==> config.mk <==
export PLATFORM = sky130hd
export DESIGN_NAME = risc_program_loader
export DESIGN_NICKNAME = d
export VERILOG_FILES = /design/src/rtl/risc_program_loader.sv
export SDC_FILE = /design/constraint.sdc
export NUM_CORES = 1
export LEC_CHECK = 0
export CAP_MARGIN = 10
export CELL_PAD_IN_SITES_DETAIL_PLACEMENT = 0
export CELL_PAD_IN_SITES_GLOBAL_PLACEMENT = 2
export CORE_AREA = 4 4 155 157
export DETAILED_ROUTE_END_ITERATION = 12
export DIE_AREA = 0 0 159 161
export GPL_ROUTABILITY_DRIVEN = 0
export PLACE_DENSITY_LB_ADDON = 0.1
export SLEW_MARGIN = 20
export SYNTH_ARGS = -nofsm -noshare
export SYNTH_HDL_FRONTEND = slang
export SYNTH_SLANG_ARGS = --single-unit
export TNS_END_PERCENT = 1
==> constraint.sdc <==
create_clock -name clk -period 2.6 [get_ports clk]
set_input_delay 0.52 -clock clk [delete_from_list [all_inputs] [get_ports clk]]
set_output_delay 0.52 -clock clk [all_outputs]
set_load 0.05 [all_outputs]
==> src/rtl/risc_program_loader.sv <==
// rtl/risc_program_loader.sv - byte-stream program loader and run controller for Single_Cycle_RISC (optional LOADER_CHECKSUM_EN)
module risc_program_loader #(
    parameter int unsigned RUN_TIMEOUT = 100000,
    parameter logic [7:0]  HDR_INSTR   = 8'hA5,
    parameter logic [7:0]  HDR_DATA    = 8'h5A,
    parameter logic [7:0]  HDR_RUN     = 8'hC3
) (
    input  logic        clk,
    input  logic        clr,
    input  logic        in_valid,
    input  logic [7:0]  in_byte,
    output logic        in_ready,
    output logic        test_normal,
    output logic        ext_instr_we,
    output logic [15:0] ext_instr_addr,
    output logic [15:0] ext_instr_data,
    output logic        ext_data_we,
    output logic [15:0] ext_data_addr,
    output logic [15:0] ext_data_data,
    input  logic        cpu_done,
    input  logic [15:0] cpu_outr,
    output logic [15:0] result,
    output logic        result_valid,
    output logic        busy,
    output logic [1:0]  err
);

    typedef enum logic [3:0] {
        S_IDLE,
        S_ADDR_H,
        S_ADDR_L,
        S_CNT_H,
        S_CNT_L,
        S_DAT_H,
        S_DAT_L,
        S_WRITE,
        S_CHK,
        S_RUN
    } state_t;

    // RUN index at which the timeout fires; only meaningful when the timeout is enabled
    localparam bit          TIMEOUT_EN   = (RUN_TIMEOUT != 0);
    localparam logic [31:0] TIMEOUT_LAST = RUN_TIMEOUT - 1;

    state_t      state;
    logic        to_data;     // current frame targets data memory
    logic [15:0] addr;
    logic [15:0] cnt;
    logic [7:0]  dat_hi;
    logic [31:0] run_cnt;
    logic        xfer;

`ifdef LOADER_CHECKSUM_EN
    logic [7:0]  chk;
`endif

    assign xfer = in_valid && in_ready;

    // Frame decoder, write strobes and run/halt controller
    always_ff @(posedge clk or negedge clr) begin
        if (!clr) begin
            state          <= S_IDLE;
            to_data        <= 1'b0;
            addr           <= 16'd0;
            cnt            <= 16'd0;
            dat_hi         <= 8'd0;
            run_cnt        <= 32'd0;
            in_ready       <= 1'b1;
            test_normal    <= 1'b0;
            ext_instr_we   <= 1'b0;
            ext_instr_addr <= 16'd0;
            ext_instr_data <= 16'd0;
            ext_data_we    <= 1'b0;
            ext_data_addr  <= 16'd0;
            ext_data_data  <= 16'd0;
            result         <= 16'd0;
            result_valid   <= 1'b0;
            busy           <= 1'b0;
            err            <= 2'd0;
`ifdef LOADER_CHECKSUM_EN
            chk            <= 8'd0;
`endif
        end else begin
            // strobes are single-cycle; only the DAT_L accept raises one
            ext_instr_we <= 1'b0;
            ext_data_we  <= 1'b0;

            case (state)
                S_IDLE: begin
                    if (xfer) begin
                        if (in_byte == HDR_INSTR || in_byte == HDR_DATA) begin
                            to_data      <= (in_byte == HDR_DATA);
                            err          <= 2'd0;
                            result_valid <= 1'b0;
                            busy         <= 1'b1;
                            state        <= S_ADDR_H;
                        end else if (in_byte == HDR_RUN) begin
                            err          <= 2'd0;
                            result_valid <= 1'b0;
                            busy         <= 1'b1;
                            in_ready     <= 1'b0;
                            test_normal  <= 1'b1;
                            run_cnt      <= 32'd0;
                            state        <= S_RUN;
                        end else begin
                            err <= 2'd1;
                        end
                    end
                end
                S_ADDR_H: begin
                    if (xfer) begin
                        addr[15:8] <= in_byte;
                        state      <= S_ADDR_L;
                    end
                end
                S_ADDR_L: begin
                    if (xfer) begin
                        addr[7:0] <= in_byte;
                        state     <= S_CNT_H;
                    end
                end
                S_CNT_H: begin
                    if (xfer) begin
                        cnt[15:8] <= in_byte;
                        state     <= S_CNT_L;
                    end
                end
                S_CNT_L: begin
                    if (xfer) begin
                        cnt[7:0] <= in_byte;
                        if ({cnt[15:8], in_byte} == 16'd0) begin
`ifdef LOADER_CHECKSUM_EN
                            state <= S_CHK;
`else
                            state <= S_IDLE;
                            busy  <= 1'b0;
`endif
                        end else begin
                            state <= S_DAT_H;
                        end
                    end
                end
                S_DAT_H: begin
                    if (xfer) begin
                        dat_hi <= in_byte;
                        state  <= S_DAT_L;
                    end
                end
                S_DAT_L: begin
                    if (xfer) begin
                        if (to_data) begin
                            ext_data_we   <= 1'b1;
                            ext_data_addr <= addr;
                            ext_data_data <= {dat_hi, in_byte};
                        end else begin
                            ext_instr_we   <= 1'b1;
                            ext_instr_addr <= addr;
                            ext_instr_data <= {dat_hi, in_byte};
                        end
                        in_ready <= 1'b0;
                        state    <= S_WRITE;
                    end
                end
                S_WRITE: begin
                    addr     <= addr + 16'd1;
                    cnt      <= cnt - 16'd1;
                    in_ready <= 1'b1;
                    if (cnt == 16'd1) begin
`ifdef LOADER_CHECKSUM_EN
                        state <= S_CHK;
`else
                        state <= S_IDLE;
                        busy  <= 1'b0;
`endif
                    end else begin
                        state <= S_DAT_H;
                    end
                end
`ifdef LOADER_CHECKSUM_EN
                S_CHK: begin
                    if (xfer) begin
                        if ((chk ^ in_byte) != 8'h00) begin
                            err <= 2'd3;
                        end
                        busy  <= 1'b0;
                        state <= S_IDLE;
                    end
                end
`endif
                S_RUN: begin
                    if (run_cnt != 32'hFFFF_FFFF) begin
                        run_cnt <= run_cnt + 32'd1;
                    end
                    // halt is checked before timeout so it wins a tie
                    if (run_cnt >= 32'd2 && !cpu_done) begin
                        result       <= cpu_outr;
                        result_valid <= 1'b1;
                        test_normal  <= 1'b0;
                        in_ready     <= 1'b1;
                        busy         <= 1'b0;
                        state        <= S_IDLE;
                    end else if (TIMEOUT_EN && run_cnt == TIMEOUT_LAST) begin
                        err         <= 2'd2;
                        test_normal <= 1'b0;
                        in_ready    <= 1'b1;
                        busy        <= 1'b0;
                        state       <= S_IDLE;
                    end
                end
                default: begin
                    in_ready    <= 1'b1;
                    test_normal <= 1'b0;
                    busy        <= 1'b0;
                    state       <= S_IDLE;
                end
            endcase

`ifdef LOADER_CHECKSUM_EN
            // running XOR over the frame, restarted by the header byte
            if (xfer) begin
                chk <= (state == S_IDLE) ? in_byte : (chk ^ in_byte);
            end
`endif
        end
    end

endmodule

==> flow_metrics.env <==
export IMPL_p_per_area_mw_per_mm2=924
export IMPL_dieArea_mm2=0.0256
export IMPL_clk_insertion_delay_late_ns=0.43
export IMPL_grt_max_degree=65
export IMPL_post_cts_buffers=0
export IMPL_clock_skew_ns=0.0130
export IMPL_period_share=0.901
export IMPL_syn_cell_area_mm2=0.00804
export IMPL_avgViaCountPerCell=5.45
export IMPL_core_mm2=0.0225
export IMPL_cts_sinks=165
export IMPL_wl_um=22400
export IMPL_status="complete, no violations"
export IMPL_die_w_um=159
export IMPL_finalSetupViolations=0
export IMPL_ys_types=67
export IMPL_ys_seq_area_frac=0.514
export IMPL_pwr_share_comb=0.347
export IMPL_fill_cells=2091
export IMPL_hpwlAfterDp_um=16300
export IMPL_max_cap_violations=0
export IMPL_ys_async_sr_fraction=1.00
export IMPL_clk_pin_slew_worst_paths_ns=0.07
export IMPL_p_switching_mw=3.85
export IMPL_portBuffers=115
export IMPL_multiInputGateArea_mm2=0.00363
export IMPL_crit_type="reg -> out"
export IMPL_pre_cts_slack_ns=-0.171
export IMPL_crit_required_ns=2.08
export IMPL_p_seq_frac=0.396
export IMPL_crit_slowest_cell="clkdlybuf4s50_1"
export IMPL_post_route_cells_drive_above_1_share=0.227
export IMPL_start_util=0.357
export IMPL_synth_area_per_cell_um2=10.8
export IMPL_end_kind="output port"
export IMPL_p_int_mw=5.85
export IMPL_clockBufferDepth=2
export IMPL_rsz0062_at_grt="false"
export IMPL_wl_per_cell_um=18.6
export IMPL_antenna_found_initial=2
export IMPL_grt_pass1_wl_um=36500
export IMPL_syn_inst=744
export IMPL_layout_min_cycle_time_ns=2.34
export IMPL_synth_edff_count=0
export IMPL_die_h_um=161
export IMPL_grt_pass1_vias=6678
export IMPL_drc=0
export IMPL_ys_ff_latch=165
export IMPL_ys_flop_type="dfrtp_1"
export IMPL_cp_top_family="buffers and inverters"
export IMPL_placed_cell_area_mm2=0.00989
export IMPL_hold_viol=0
export IMPL_cts_hold_buf=1
export IMPL_ant_nets=0
export IMPL_cp_num_buf_inv=1
export IMPL_fin_ws_ns=0.257
export IMPL_io_pins=116
export IMPL_worstPathCellList="clkdlybuf4s50_1"
export IMPL_ys_warn_count=0
export IMPL_drt_initial_drc_count=313
export IMPL_first_pass_iters=5
export IMPL_crit_path_max_fanout=6
export IMPL_max_freq_mhz=427
export IMPL_cts_resized_gates=0
export IMPL_leakage_nw=4.48
export IMPL_cts_buffers=17
export IMPL_layout_commonest_cell="dfrtp_1"
export IMPL_seq_area_mm2=0.00413
export IMPL_finalInstanceArea_mm2=0.0105
export IMPL_cts_root_buffer="clkbuf_16"
export IMPL_vias=6533
export IMPL_cts_tree="done"
export IMPL_area_growth_synth_to_final_pct=30.6
export IMPL_nets=933
export IMPL_max_slew_margin=0.560
export IMPL_tightest_slew_ns=0.656
export IMPL_max_vdd_ir_drop_mv=0.382
export IMPL_crit_arrival_ns=1.82
export IMPL_mostFrequentLayoutCells="164 x dfrtp_1, 114 x clkdlybuf4s50_1, 88 x mux2_2"
export IMPL_critPathMaxStageDelay_ns=0.82
export IMPL_htreeDepth=4
export IMPL_row_count=55
export IMPL_syn_nets=777
export IMPL_final_max_slew_viol_count=0
export IMPL_grt_use_total=0.176
export IMPL_switching_share=0.397
export IMPL_start_kind="flop"
export IMPL_holdCritPathClass="reg -> reg"
export IMPL_clockPowerShare=0.258
export IMPL_overflow=0
==> worst paths after layout <==
path | startpoint | end | slack, ns | depth (start not counted)
hold reg to reg | ext_data_data[13] | ext_data_data[13] | 0.51 | 1
setup reg to reg | run_cnt[1] | result[0] | 0.29 | 7
max in group asynchronous | clr | in_ready | 1.30 | 3
hold / removal | ext_data_data[13] | ext_data_data[13] | 0.51 | 1
min in group asynchronous | clr | cnt[5] | 0.57 | 2
setup / recovery | in_ready | in_ready | 0.26 | 1
==> cells by family after synthesis <==
group / after synthesis / share of synthesized area
XOR/XNOR: 1 / 0.00109
multiplexers: 97 / 0.134
buffers and inverters: 63 / 0.0353
AND/OR/NAND/NOR: 269 / 0.187
adder cells (fa/ha/maj): 5 / 0.00778
AO/OA/AOI/OAI: 144 / 0.121
flip-flops: 165 / 0.514
==> registers in the layout (all words and copies together), names as in the netlist, 2 cells and up <==
name / count
cnt: 16
result: 16
ext_data_data: 16
addr: 16
state: 4
dat_hi: 8
ext_instr_data: 16
ext_data_addr: 16
err: 2
ext_instr_addr: 16
run_cnt: 32
==> metrics by stage <==
step,utilization,hold slack (ns),power (mW),TNS [ns],std cells
6_report,0.467,0.506,9.70,0,1199
5_1_grt,0.467,0.518,10.2,0,1199
4_1_cts,0.467,0.508,9.83,0,1198
3_5_place_dp,0.440,0.454,7.28,-0.675,1165
3_3_place_gp,0.440,0.450,7.20,-0.897,1165
2_1_floorplan,-,0.224,5.98,0,744
==> Yosys cell counts, types with 2 or more instances <==
master	count	area, µm²
dfrtp_1	164	4100
mux2_2	88	991
nand2_1	53	199
nor2_1	52	195
a21oi_1	35	175
nand3_1	31	155
o31ai_1	29	218
o21ai_0	24	120
clkbuf_1	21	78.8
nor3_1	19	95.1
nor4_1	19	119
inv_1	15	56.3
nand4_1	15	93.8
buf_2	14	70.1
or4_1	13	97.6
a211oi_1	11	82.6
nand2b_1	11	68.8
and3_1	10	62.6
and2_1	9	56.3
mux2i_1	9	90.1
a31oi_1	8	50.1
a311oi_1	7	61.3
or3_1	6	37.5
and4_1	5	43.8
buf_1	5	18.8
ha_1	5	62.6
nor3b_1	4	30.0
a31o_2	3	26.3
buf_6	3	33.8
clkbuf_2	3	15.0
o211ai_1	3	22.5
o22ai_1	3	18.8
o41ai_1	3	26.3
a21o_1	2	15.0
a221o_1	2	20.0
nand4b_1	2	17.5
nand4bb_1	2	22.5
nor2b_1	2	12.5
nor4_4	2	42.5
nor4bb_1	2	20.0
o2bb2ai_1	2	17.5
o311ai_0	2	17.5
o32ai_1	2	17.5
==> power by group through the flow <==
| stage | sequential, mW | clock (mW) | combinational, mW |
|---|---|---|---|
| after floorplan | 4.59 | 0 | 1.39 |
| after detailed placement | 3.89 | 0 | 3.39 |
| final | 3.84 | 2.50 | 3.36 |
| after global routing | 3.95 | 2.69 | 3.61 |
| after CTS | 3.84 | 2.59 | 3.40 |
| after global placement | 3.86 | 0 | 3.34 |
==> layout make-up <==
cell class | count | share of cell area
Multi-Input combinational cell | 516 | 0.346
Clock inverter | 14 | 0.0149
Timing Repair Buffer | 184 | 0.164
Clock buffer | 18 | 0.0418
Sequential cell | 165 | 0.393
Antenna cell | 1 | 0.000238
Tap cell | 285 | 0.0340
Inverter | 16 | 0.00572
==> per-layer routing <==
| metal | up-vias | global-route usage | wire length, µm |
|---|---|---|---|
| met5 | - | 0 | 20 |
| met4 | 2 | 0.0596 | 443 |
| met3 | 28 | 0.0383 | 899 |
| met2 | 163 | 0.305 | 11400 |
| met1 | 3241 | 0.218 | 9570 |
| li1 | 3099 | - | - |
Note: power is estimated with default switching activity, not from simulation.
